**src/rtl/fetch_inst_queue_if.sv**
```systemverilog
// Fetch-to-decode instruction queue bundle: enqueue lanes from IFU, dequeue lanes to IDU.
// master = fetch/decode side driving the queue, slave = the queue itself.
interface fetch_inst_queue_if #(
    parameter int DEPTH     = 8,
    parameter int ENQ_WIDTH = 2,
    parameter int DEQ_WIDTH = 2,
    parameter int META_W    = 41
);
    logic                          flush;
    logic [ENQ_WIDTH-1:0]          enq_valid;
    logic [ENQ_WIDTH*32-1:0]       enq_pc;
    logic [ENQ_WIDTH*32-1:0]       enq_inst;
    logic [ENQ_WIDTH*META_W-1:0]   enq_meta;
    logic                          enq_ready;
    logic [DEQ_WIDTH-1:0]          deq_valid;
    logic [DEQ_WIDTH*32-1:0]       deq_pc;
    logic [DEQ_WIDTH*32-1:0]       deq_inst;
    logic [DEQ_WIDTH*META_W-1:0]   deq_meta;
    logic [DEQ_WIDTH-1:0]          deq_ready;
    logic [$clog2(DEPTH+1)-1:0]    count;

    modport master (
        output flush, enq_valid, enq_pc, enq_inst, enq_meta, deq_ready,
        input  enq_ready, deq_valid, deq_pc, deq_inst, deq_meta, count
    );

    modport slave (
        input  flush, enq_valid, enq_pc, enq_inst, enq_meta, deq_ready,
        output enq_ready, deq_valid, deq_pc, deq_inst, deq_meta, count
    );
endinterface

```
**src/rtl/fetch_inst_queue.sv**
```systemverilog
// Multi-lane in-order instruction queue between fetch and decode, flushed on redirect.
// Optional same-cycle empty-queue forwarding is enabled by defining INSTQ_BYPASS_EN.
module fetch_inst_queue #(
    parameter int DEPTH     = 8,
    parameter int ENQ_WIDTH = 2,
    parameter int DEQ_WIDTH = 2,
    parameter int META_W    = 41
) (
    input  logic              clk,
    input  logic              rst_n,
    fetch_inst_queue_if.slave q
);
    localparam int PTR_W = $clog2(DEPTH);
    localparam int CNT_W = $clog2(DEPTH + 1);

    logic [PTR_W-1:0]     head_q, head_d, tail_q, tail_d;
    logic [CNT_W-1:0]     count_q, count_d;
    logic [31:0]          pc_q   [DEPTH];
    logic [31:0]          pc_d   [DEPTH];
    logic [31:0]          inst_q [DEPTH];
    logic [31:0]          inst_d [DEPTH];
    logic [META_W-1:0]    meta_q [DEPTH];
    logic [META_W-1:0]    meta_d [DEPTH];

    logic                 enq_ready;
    logic                 enq_fire;
    logic                 bypass;
    logic                 run;
    logic [CNT_W-1:0]     enq_n, deq_n, skip;
    logic [CNT_W-1:0]     rank [ENQ_WIDTH];
    logic [DEQ_WIDTH-1:0] deq_valid;
    logic [PTR_W-1:0]     rd_ptr, slot;
    logic [31:0]          pc_r, inst_r;
    logic [META_W-1:0]    meta_r;

    // Ready looks only at the registered count, so a full queue stays closed even while draining.
    assign enq_ready   = (count_q <= CNT_W'(DEPTH - ENQ_WIDTH));
    assign q.enq_ready = enq_ready;
    assign q.deq_valid = deq_valid;
    assign q.count     = count_q;

    // rank[i] is the compacted position of lane i among the valid lanes.
    always_comb begin
        enq_n = '0;
        for (int i = 0; i < ENQ_WIDTH; i++) begin
            rank[i] = enq_n;
            if (q.enq_valid[i]) enq_n = enq_n + CNT_W'(1);
        end
    end

    always_comb begin
        bypass = 1'b0;
`ifdef INSTQ_BYPASS_EN
        bypass = (count_q == '0) && !q.flush;
`endif
        q.deq_pc   = '0;
        q.deq_inst = '0;
        q.deq_meta = '0;
        deq_valid  = '0;
        rd_ptr     = '0;
        for (int j = 0; j < DEQ_WIDTH; j++) begin
            rd_ptr       = head_q + PTR_W'(j);
            deq_valid[j] = count_q > CNT_W'(j);
            pc_r         = pc_q[rd_ptr];
            inst_r       = inst_q[rd_ptr];
            meta_r       = meta_q[rd_ptr];
            if (bypass) begin
                deq_valid[j] = enq_n > CNT_W'(j);
                pc_r         = '0;
                inst_r       = '0;
                meta_r       = '0;
                for (int i = 0; i < ENQ_WIDTH; i++) begin
                    if (q.enq_valid[i] && rank[i] == CNT_W'(j)) begin
                        pc_r   = q.enq_pc[i*32 +: 32];
                        inst_r = q.enq_inst[i*32 +: 32];
                        meta_r = q.enq_meta[i*META_W +: META_W];
                    end
                end
            end
            // Idle lanes present zero payload rather than stale storage.
            if (deq_valid[j]) begin
                q.deq_pc[j*32 +: 32]           = pc_r;
                q.deq_inst[j*32 +: 32]         = inst_r;
                q.deq_meta[j*META_W +: META_W] = meta_r;
            end
        end

        deq_n = '0;
        run   = 1'b1;
        for (int j = 0; j < DEQ_WIDTH; j++) begin
            if (run && deq_valid[j] && q.deq_ready[j]) deq_n = deq_n + CNT_W'(1);
            else run = 1'b0;
        end
    end

    always_comb begin
        pc_d     = pc_q;
        inst_d   = inst_q;
        meta_d   = meta_q;
        head_d   = head_q;
        tail_d   = tail_q;
        count_d  = count_q;
        slot     = '0;
        skip     = bypass ? deq_n : '0;
        enq_fire = enq_ready && (|q.enq_valid) && !q.flush;
        if (q.flush) begin
            head_d  = '0;
            tail_d  = '0;
            count_d = '0;
        end else begin
            if (enq_fire) begin
                // Lanes already consumed through the bypass are not stored.
                for (int i = 0; i < ENQ_WIDTH; i++) begin
                    if (q.enq_valid[i] && rank[i] >= skip) begin
                        slot         = tail_q + PTR_W'(rank[i] - skip);
                        pc_d[slot]   = q.enq_pc[i*32 +: 32];
                        inst_d[slot] = q.enq_inst[i*32 +: 32];
                        meta_d[slot] = q.enq_meta[i*META_W +: META_W];
                    end
                end
                tail_d  = tail_q + PTR_W'(enq_n - skip);
                count_d = count_q + enq_n - deq_n;
            end else begin
                count_d = count_q - deq_n;
            end
            head_d = head_q + (bypass ? PTR_W'(0) : PTR_W'(deq_n));
        end
    end

    always_ff @(posedge clk or negedge rst_n) begin
        if (!rst_n) begin
            head_q  <= '0;
            tail_q  <= '0;
            count_q <= '0;
        end else begin
            head_q  <= head_d;
            tail_q  <= tail_d;
            count_q <= count_d;
        end
    end

    always_ff @(posedge clk) begin
        pc_q   <= pc_d;
        inst_q <= inst_d;
        meta_q <= meta_d;
    end

    deq_ready_thermometer: assert property (@(posedge clk) disable iff (!rst_n)
        ((q.deq_ready + DEQ_WIDTH'(1)) & q.deq_ready) == '0);
endmodule

```
**src/flat_wrapper.sv**
```systemverilog
// flat-port wrapper written by rule: the top's interface ports become plain ports
module fetch_inst_queue_flat 
#(
    parameter int DEPTH     = 8,
    parameter int ENQ_WIDTH = 2,
    parameter int DEQ_WIDTH = 2,
    parameter int META_W    = 41
)
  (clk, rst_n, q_flush, q_enq_valid, q_enq_pc, q_enq_inst, q_enq_meta, q_deq_ready, q_enq_ready, q_deq_valid, q_deq_pc, q_deq_inst, q_deq_meta, q_count);
  fetch_inst_queue_if #(.DEPTH(DEPTH), .ENQ_WIDTH(ENQ_WIDTH), .DEQ_WIDTH(DEQ_WIDTH), .META_W(META_W)) q_i ();
  input  logic clk;
  input  logic rst_n;
  input wire logic [$bits(q_i.flush)-1:0] q_flush;
  input wire logic [$bits(q_i.enq_valid)-1:0] q_enq_valid;
  input wire logic [$bits(q_i.enq_pc)-1:0] q_enq_pc;
  input wire logic [$bits(q_i.enq_inst)-1:0] q_enq_inst;
  input wire logic [$bits(q_i.enq_meta)-1:0] q_enq_meta;
  input wire logic [$bits(q_i.deq_ready)-1:0] q_deq_ready;
  output wire logic [$bits(q_i.enq_ready)-1:0] q_enq_ready;
  output wire logic [$bits(q_i.deq_valid)-1:0] q_deq_valid;
  output wire logic [$bits(q_i.deq_pc)-1:0] q_deq_pc;
  output wire logic [$bits(q_i.deq_inst)-1:0] q_deq_inst;
  output wire logic [$bits(q_i.deq_meta)-1:0] q_deq_meta;
  output wire logic [$bits(q_i.count)-1:0] q_count;
  assign q_i.flush = q_flush;
  assign q_i.enq_valid = q_enq_valid;
  assign q_i.enq_pc = q_enq_pc;
  assign q_i.enq_inst = q_enq_inst;
  assign q_i.enq_meta = q_enq_meta;
  assign q_i.deq_ready = q_deq_ready;
  assign q_enq_ready = q_i.enq_ready;
  assign q_deq_valid = q_i.deq_valid;
  assign q_deq_pc = q_i.deq_pc;
  assign q_deq_inst = q_i.deq_inst;
  assign q_deq_meta = q_i.deq_meta;
  assign q_count = q_i.count;
  fetch_inst_queue #(.DEPTH(DEPTH), .ENQ_WIDTH(ENQ_WIDTH), .DEQ_WIDTH(DEQ_WIDTH), .META_W(META_W)) u_core (.clk(clk), .rst_n(rst_n), .q(q_i));
endmodule
```
**config.mk**
```make
export PLATFORM = sky130hd
export DESIGN_NAME = fetch_inst_queue_flat
export DESIGN_NICKNAME = d
export VERILOG_FILES = /design/src/rtl/fetch_inst_queue_if.sv /design/src/rtl/fetch_inst_queue.sv /design/src/flat_wrapper.sv
export SDC_FILE = /design/constraint.sdc
export NUM_CORES = 2
export LEC_CHECK = 0
export BUFFER_PORTS_ARGS = -buffer_cell sky130_fd_sc_hd__buf_4
export CORE_AREA = 2 2 336 338
export DETAILED_ROUTE_END_ITERATION = 12
export DIE_AREA = 0 0 338 340
export GPL_TIMING_DRIVEN = 1
export PLACE_DENSITY_LB_ADDON = 0.3
export SLEW_MARGIN = 10
export SYNTH_ARGS = -nofsm -noshare
export SYNTH_HDL_FRONTEND = slang
export SYNTH_SLANG_ARGS = --single-unit
```
**constraint.sdc**
```tcl
create_clock -name clk -period 101.7 [get_ports clk]
set_input_delay 5.085 -clock clk [delete_from_list [all_inputs] [get_ports clk]]
set_output_delay 5.085 -clock clk [all_outputs]
set_load 0.03 [all_outputs]
```
* Word level (Yosys, flattened, before mapping) *
Cells that the tools add are included.

operators by class
  add/sub/neg operators = 9
  $lt $le $gt $ge = 10
  muxes and demuxes = 60
  bitwise gates (word level) = 5
  reductions and logical operators = 12

operator list
  cell                                                                count
  two-way mux 256 bit                                                 8
  two-way mux 328 bit                                                 4
  bitwise mux 256 bit                                                 4
  bitwise mux 328 bit                                                 2
  two-way mux 32 bit                                                  14
  binary-select mux 32 bit (select 3 bit)                             4
  two-way mux 41 bit                                                  8
  binary-select mux 41 bit (select 3 bit)                             2
  demux 41 bit (select 3 bit)                                         2
  demux 32 bit (select 3 bit)                                         2
  greater-or-equal comparator 4 bit (second input constant)           4
  two-way mux 4 bit                                                   4
  NOT 3 -> 4 bit                                                      4
  adder 3 bit                                                         3
  two-way mux 3 bit                                                   3
  greater-than comparator 4 x 1 -> 1 bit (second input constant)      2
  logical AND 1 bit                                                   8
  < comparator 4 x 1 -> 1 bit (second input constant)                 2
  subtractor 4 bit                                                    2
  adder 1 x 1 -> 2 bit (second input constant)                        2
  adder 4 bit                                                         1
  greater-or-equal comparator 4 x 1 -> 1 bit (second input constant)  1
  <= comparator 4 x 3 -> 1 bit (second input constant)                1
  adder 3 x 1 -> 3 bit (second input constant)                        1
  other kinds (6)                                                     8

word-level totals
  register bits = 850
  input bits = 217
  output and inout port bits = 217
  word-level logic and storage cells = 123

* Longest topological paths before layout *
  depth in word-level cells = 11
  gate-level depth with buffers = 17
  mapped depth without buffers = 15

* Least setup slack after synthesis *
No wires, ideal clock.

  path kind = input-to-reg
  from = in q_enq_valid[0]
  to = reg u_core.inst_q[0] in the netlist's numbering (enable)
  library setup time = 2067 ps
  arrival = 40570 ps
  required time = 99633 ps
  setup slack = 59063 ps
  stages = 5
  buffers on the path = 1
  cell sequence = inv_2 ha_1 or3_1 buf_2 nor2_1

on the way
  word-level cells in the longest chain between the ends = 4

RTL lines
  what                             RTL line                 source
  start, declared                  flat_wrapper.sv:14       input wire logic [$bits(q_i.enq_valid)-1:0] q_enq_valid;
  OR reduction 2 bit               fetch_inst_queue.sv:105  enq_fire = enq_ready && (|q.enq_valid) && !q.flush;
  logical AND 1 bit (2 in series)  fetch_inst_queue.sv:105
  AND reduction 2 bit (no line)    --
  end signal, assigned             fetch_inst_queue.sv:144  inst_q <= inst_d;
  end, declared                    fetch_inst_queue.sv:20   logic [31:0] inst_q [DEPTH];

No other way between the ends.
A chain may end at the register's enable or synchronous reset.

* Worst setup path after layout *
  from = reg u_core.head_q[1]
  to = out q_deq_meta[61]

on the way
  word-level cells in the longest chain between the ends = 6

RTL lines
  what                                                    RTL line                 source
  start, declared                                         fetch_inst_queue.sv:16   logic [PTR_W-1:0] head_q, head_d, tail_q, tail_d;
  start signal, assigned                                  fetch_inst_queue.sv:132  head_q <= '0;
  start signal, assigned                                  fetch_inst_queue.sv:136  head_q <= head_d;
  adder 3 x 1 -> 3 bit                                    fetch_inst_queue.sv:62   rd_ptr = head_q + PTR_W'(j);
  NOT 3 -> 4 bit (not written as such)                    fetch_inst_queue.sv:66   meta_r = meta_q[rd_ptr];
  binary-select mux 41 bit (select 3 bit)                 fetch_inst_queue.sv:66
  two-way mux 41 bit (not written as such) (2 in series)  fetch_inst_queue.sv:66
  two-way mux 41 bit                                      fetch_inst_queue.sv:81   if (deq_valid[j]) begin
  end, declared                                           flat_wrapper.sv:23       output wire logic [$bits(q_i.deq_meta)-1:0] q_deq_meta;

No other way between the ends. The select of a mux whose other input is x is not followed.

==> results.tsv <==
stage	metric	value	unit
status	status	finished clean	
setup_path	worst_path_largest_cell_delay	0.94	ns
logic_synthesis	ys_types	44	
setup_path	worstSetupStartpointType	flop	
setup_path	cp_max_fo	45	
floorplanning	die_w	338	um
setup_path	slowest_stage	ha_4	
logic_synthesis	synth_cells	5056	
hold_path	holdPathEnd	u_core.inst_q[81]	
pwr	peakVddDrop	0.0000384	V
sta	tns	0	ns
logic_synthesis	synthesis.nets	5293	
global_routing	grt-ovfl-total	0	
routing	drcViolationCount	0	
setup_path	setup.worst_path.end_class	output port	
logic_synthesis	synth-edff-count	840	
placement	hpwl	97.1	mm
hold_path	holdPathStages	2	
pwr	p_leak	23.7	nW
global_routing	grt_max_degree	174	
layout	seqCellArea	0.0255	mm2
placement	gp_congestion	0.823	
floorplanning	die_height	340	um
setup_path	critical_path.top_delay_family	buffers and inverters	
cts	cts_resized	0	
sta	min_period_over_period	0.101	
sta	fmax	97.3	MHz
layout	nets	5249	
placement	port-buffer-count	433	
routing	drt_iter0_drc	5291	
sta	rsz0062_at_grt	no	
floorplanning	core_area	0.112	mm2
floorplanning	start_util	0.515	
logic_synthesis	synth_area_leaders	edfxtp_1 44%, mux2i_1 17%, mux4_2 16%	
cts	cts_buffer_depth	3	
routing	routed_wl	177	mm
hold_path	worstHoldPathType	flop to flop	
layout	multiInputGateArea	0.0288	mm2
logic_synthesis	synth_top_area_share	0.439	
floorplanning	ioPinCount	434	
setup_path	r2r_cells	8	
sta	hold_viol	0	
logic_synthesis	syn_area	0.0575	mm2
setup_path	path_buf_inv	3	
routing	postRouteAntennaNets	0	
global_routing	antenna_found_initial	30	
logic_synthesis	synthArstFlopShare	0.0118	
logic_synthesis	ys_seq_area_frac	0.443	
routing	vias	42600	
logic_synthesis	postSynthAreaPerCell	11.4	um2
cts	clock_sinks	850	
setup_path	path_class	flop to output port	
cts	cts_setup_buffers	0	
cts	cts_tree	done	
cts	insertion_delay	0.70	ns
sta	tightest_slew	1.22	ns
setup_path	arrival	5.20	ns
pwr	p_per_area	30.2	mW/mm2
setup_path	worstPathRequired	96.61	ns
sta	relSlewSlack	0.188	
setup_path	r2r_start	u_core.q.count[2]	
sta	fin_worst_skew	0.0171	ns
cts	path_clk_slew	0.06	ns
logic_synthesis	ys_seq_elements	850	
layout	areaGrowthSynthToFinish	10.1	%
global_routing	grt_pass1_wl	266	mm
sta	layout_min_cycle_time	10.28	ns
routing	routed_via_density	6.45	
routing	wl_per_cell	26.8	um
logic_synthesis	synth_ff_type	edfxtp_1	
sta	slew_viol_final	0	
cts	cts_max_level	3	
layout	drive_gt1_frac	0.212	
global_routing	track_usage	0.304	
cts	cts.hold.buffers_added	0	
pwr	finalPower	1.91	mW
flow_run	maxCapViolations	0	
logic_synthesis	yosysTopAreaCell	edfxtp_1	
logic_synthesis	synth_warnings	0	
layout	fill_cells	9301	
routing	firstDrtPassIters	6	
floorplanning	die_area	0.115	mm2
hold_path	min-delay-start	u_core.inst_q[81]	
sta	setup_viol	0	
setup_path	critPathMostFrequentCell	buf_4	
setup_path	r2r_slack	95.51	ns
cts	root_buffer	clkbuf_16	
cts	cts_buffers	97	
setup_path	worstPathCellList	ha_4 -> buf_4 -> buf_4 -> mux4_2 -> nand2_1 -> a21oi_1 -> buf_4	
floorplanning	num_rows	123	
setup_path	r2r-end	u_core.inst_q[147]	
global_routing	grt_pass1_vias	41400	
[report_power, final]
| part | switching, mW | leakage, nW | internal, mW |
|---|---|---|---|
| Sequential | 0.0578 | 8.06 | 0.500 |
| Combinational | 0.586 | 14.1 | 0.420 |
| Clock | 0.151 | 1.49 | 0.198 |
| Total | 0.794 | 23.7 | 1.12 |
[state kept, by name (all words and copies together) (netlist names)]
name            flops
u_core.pc_q       256
u_core.head_q       3
u_core.inst_q     256
u_core.tail_q       3
u_core.meta_q     328
u_core.q.count      4
[layer usage]
layer	vias up	GRT usage	wire length (um)
met1	21000	0.433	70000
met2	2482	0.462	81500
li1	18700	-	-
met4	32	0.108	5710
met5	-	0	198
met3	368	0.0669	19800
[stage by stage]
stage	std cells	hold slack (ns)	area (um2)	setup WS, ns	util
floorplan	5056	0.601	57500	59.06	-
global placement	6413	0.620	60200	90.91	0.539
detailed placement	6413	0.640	60200	90.89	0.539
CTS	6591	0.654	63200	91.22	0.567
global route	6603	0.679	63300	91.05	0.567
finish	6607	0.653	63300	91.42	0.567
[layout make-up]
cell class / count / area share
well taps: 1500 / 0.0297
clock buffers: 124 / 0.0405
diodes: 16 / 0.000633
inverters: 14 / 0.000830
multi-input cells: 3545 / 0.456
flip-flops and latches: 850 / 0.403
clock inverters: 54 / 0.00781
repair buffers: 504 / 0.0620
[cell usage in the layout, fill, tap and decap left out, drive strengths merged, types with 2 or more instances in the layout]
cell | Yosys | final
inv | 14 | 17
nor3 | 5 | 5
nand4b | 3 | 3
buf | 375 | 504
xor2 | 5 | 5
bufinv | 0 | 8
dfrtp | 10 | 10
and3 | 2 | 2
diode | 0 | 16
nor2b | 5 | 5
nor2 | 535 | 535
nor4b | 2 | 2
clkbuf | 272 | 124
a21oi | 526 | 526
nand4 | 3 | 3
xnor2 | 4 | 4
nand2 | 632 | 632
mux2i | 949 | 949
fa | 5 | 5
mux4 | 420 | 420
o21ai | 420 | 420
clkinv | 0 | 42
ha | 15 | 15
edfxtp | 840 | 840
nand3 | 2 | 2
[Yosys cell counts (all sizes together) (2+ instances only)]
master  count
mux2i     949
edfxtp    840
nand2     632
nor2      535
a21oi     526
mux4      420
o21ai     420
buf       375
clkbuf    272
ha         15
inv        14
dfrtp      10
fa          5
nor2b       5
nor3        5
xor2        5
xnor2       4
nand4       3
nand4b      3
and3        2
nand3       2
nor4b       2
[worst min-delay path, cell delays in order, from the launching register on]
cell      delay, ns
edfxtp_1       0.36
mux2i_1        0.08
o21ai_1        0.11
[how the worst max path moves through the flow]
stage / from / cells after the start / endpoint / slack [ns]
floorplan: q_enq_valid[0] / 5 / u_core.inst_q[0] / 59.06
global placement: q_enq_valid[0] / 9 / u_core.inst_q[142] / 90.91
detailed placement: q_enq_valid[0] / 9 / u_core.inst_q[142] / 90.89
CTS: u_core.head_q[1] / 7 / q_deq_meta[61] / 91.22
global route: u_core.head_q[1] / 7 / q_deq_inst[63] / 91.05
finish: u_core.head_q[1] / 7 / q_deq_meta[61] / 91.42
[kinds of logic (layout without fill, tap and decap cells)]
| group | count (synthesis) | after routing | synth area share |
|---|---|---|---|
| buf+inv | 661 | 696 | 0.0573 |
| xor+xnor | 9 | 9 | 0.00163 |
| compound gates | 952 | 952 | 0.0831 |
| flops | 850 | 850 | 0.443 |
| mux | 1369 | 1369 | 0.330 |
| other cells | 0 | 16 | 0 |
| simple gates | 1195 | 1195 | 0.0798 |
| fa+ha+maj | 20 | 20 | 0.00501 |
(Power assumes the default switching activity.)
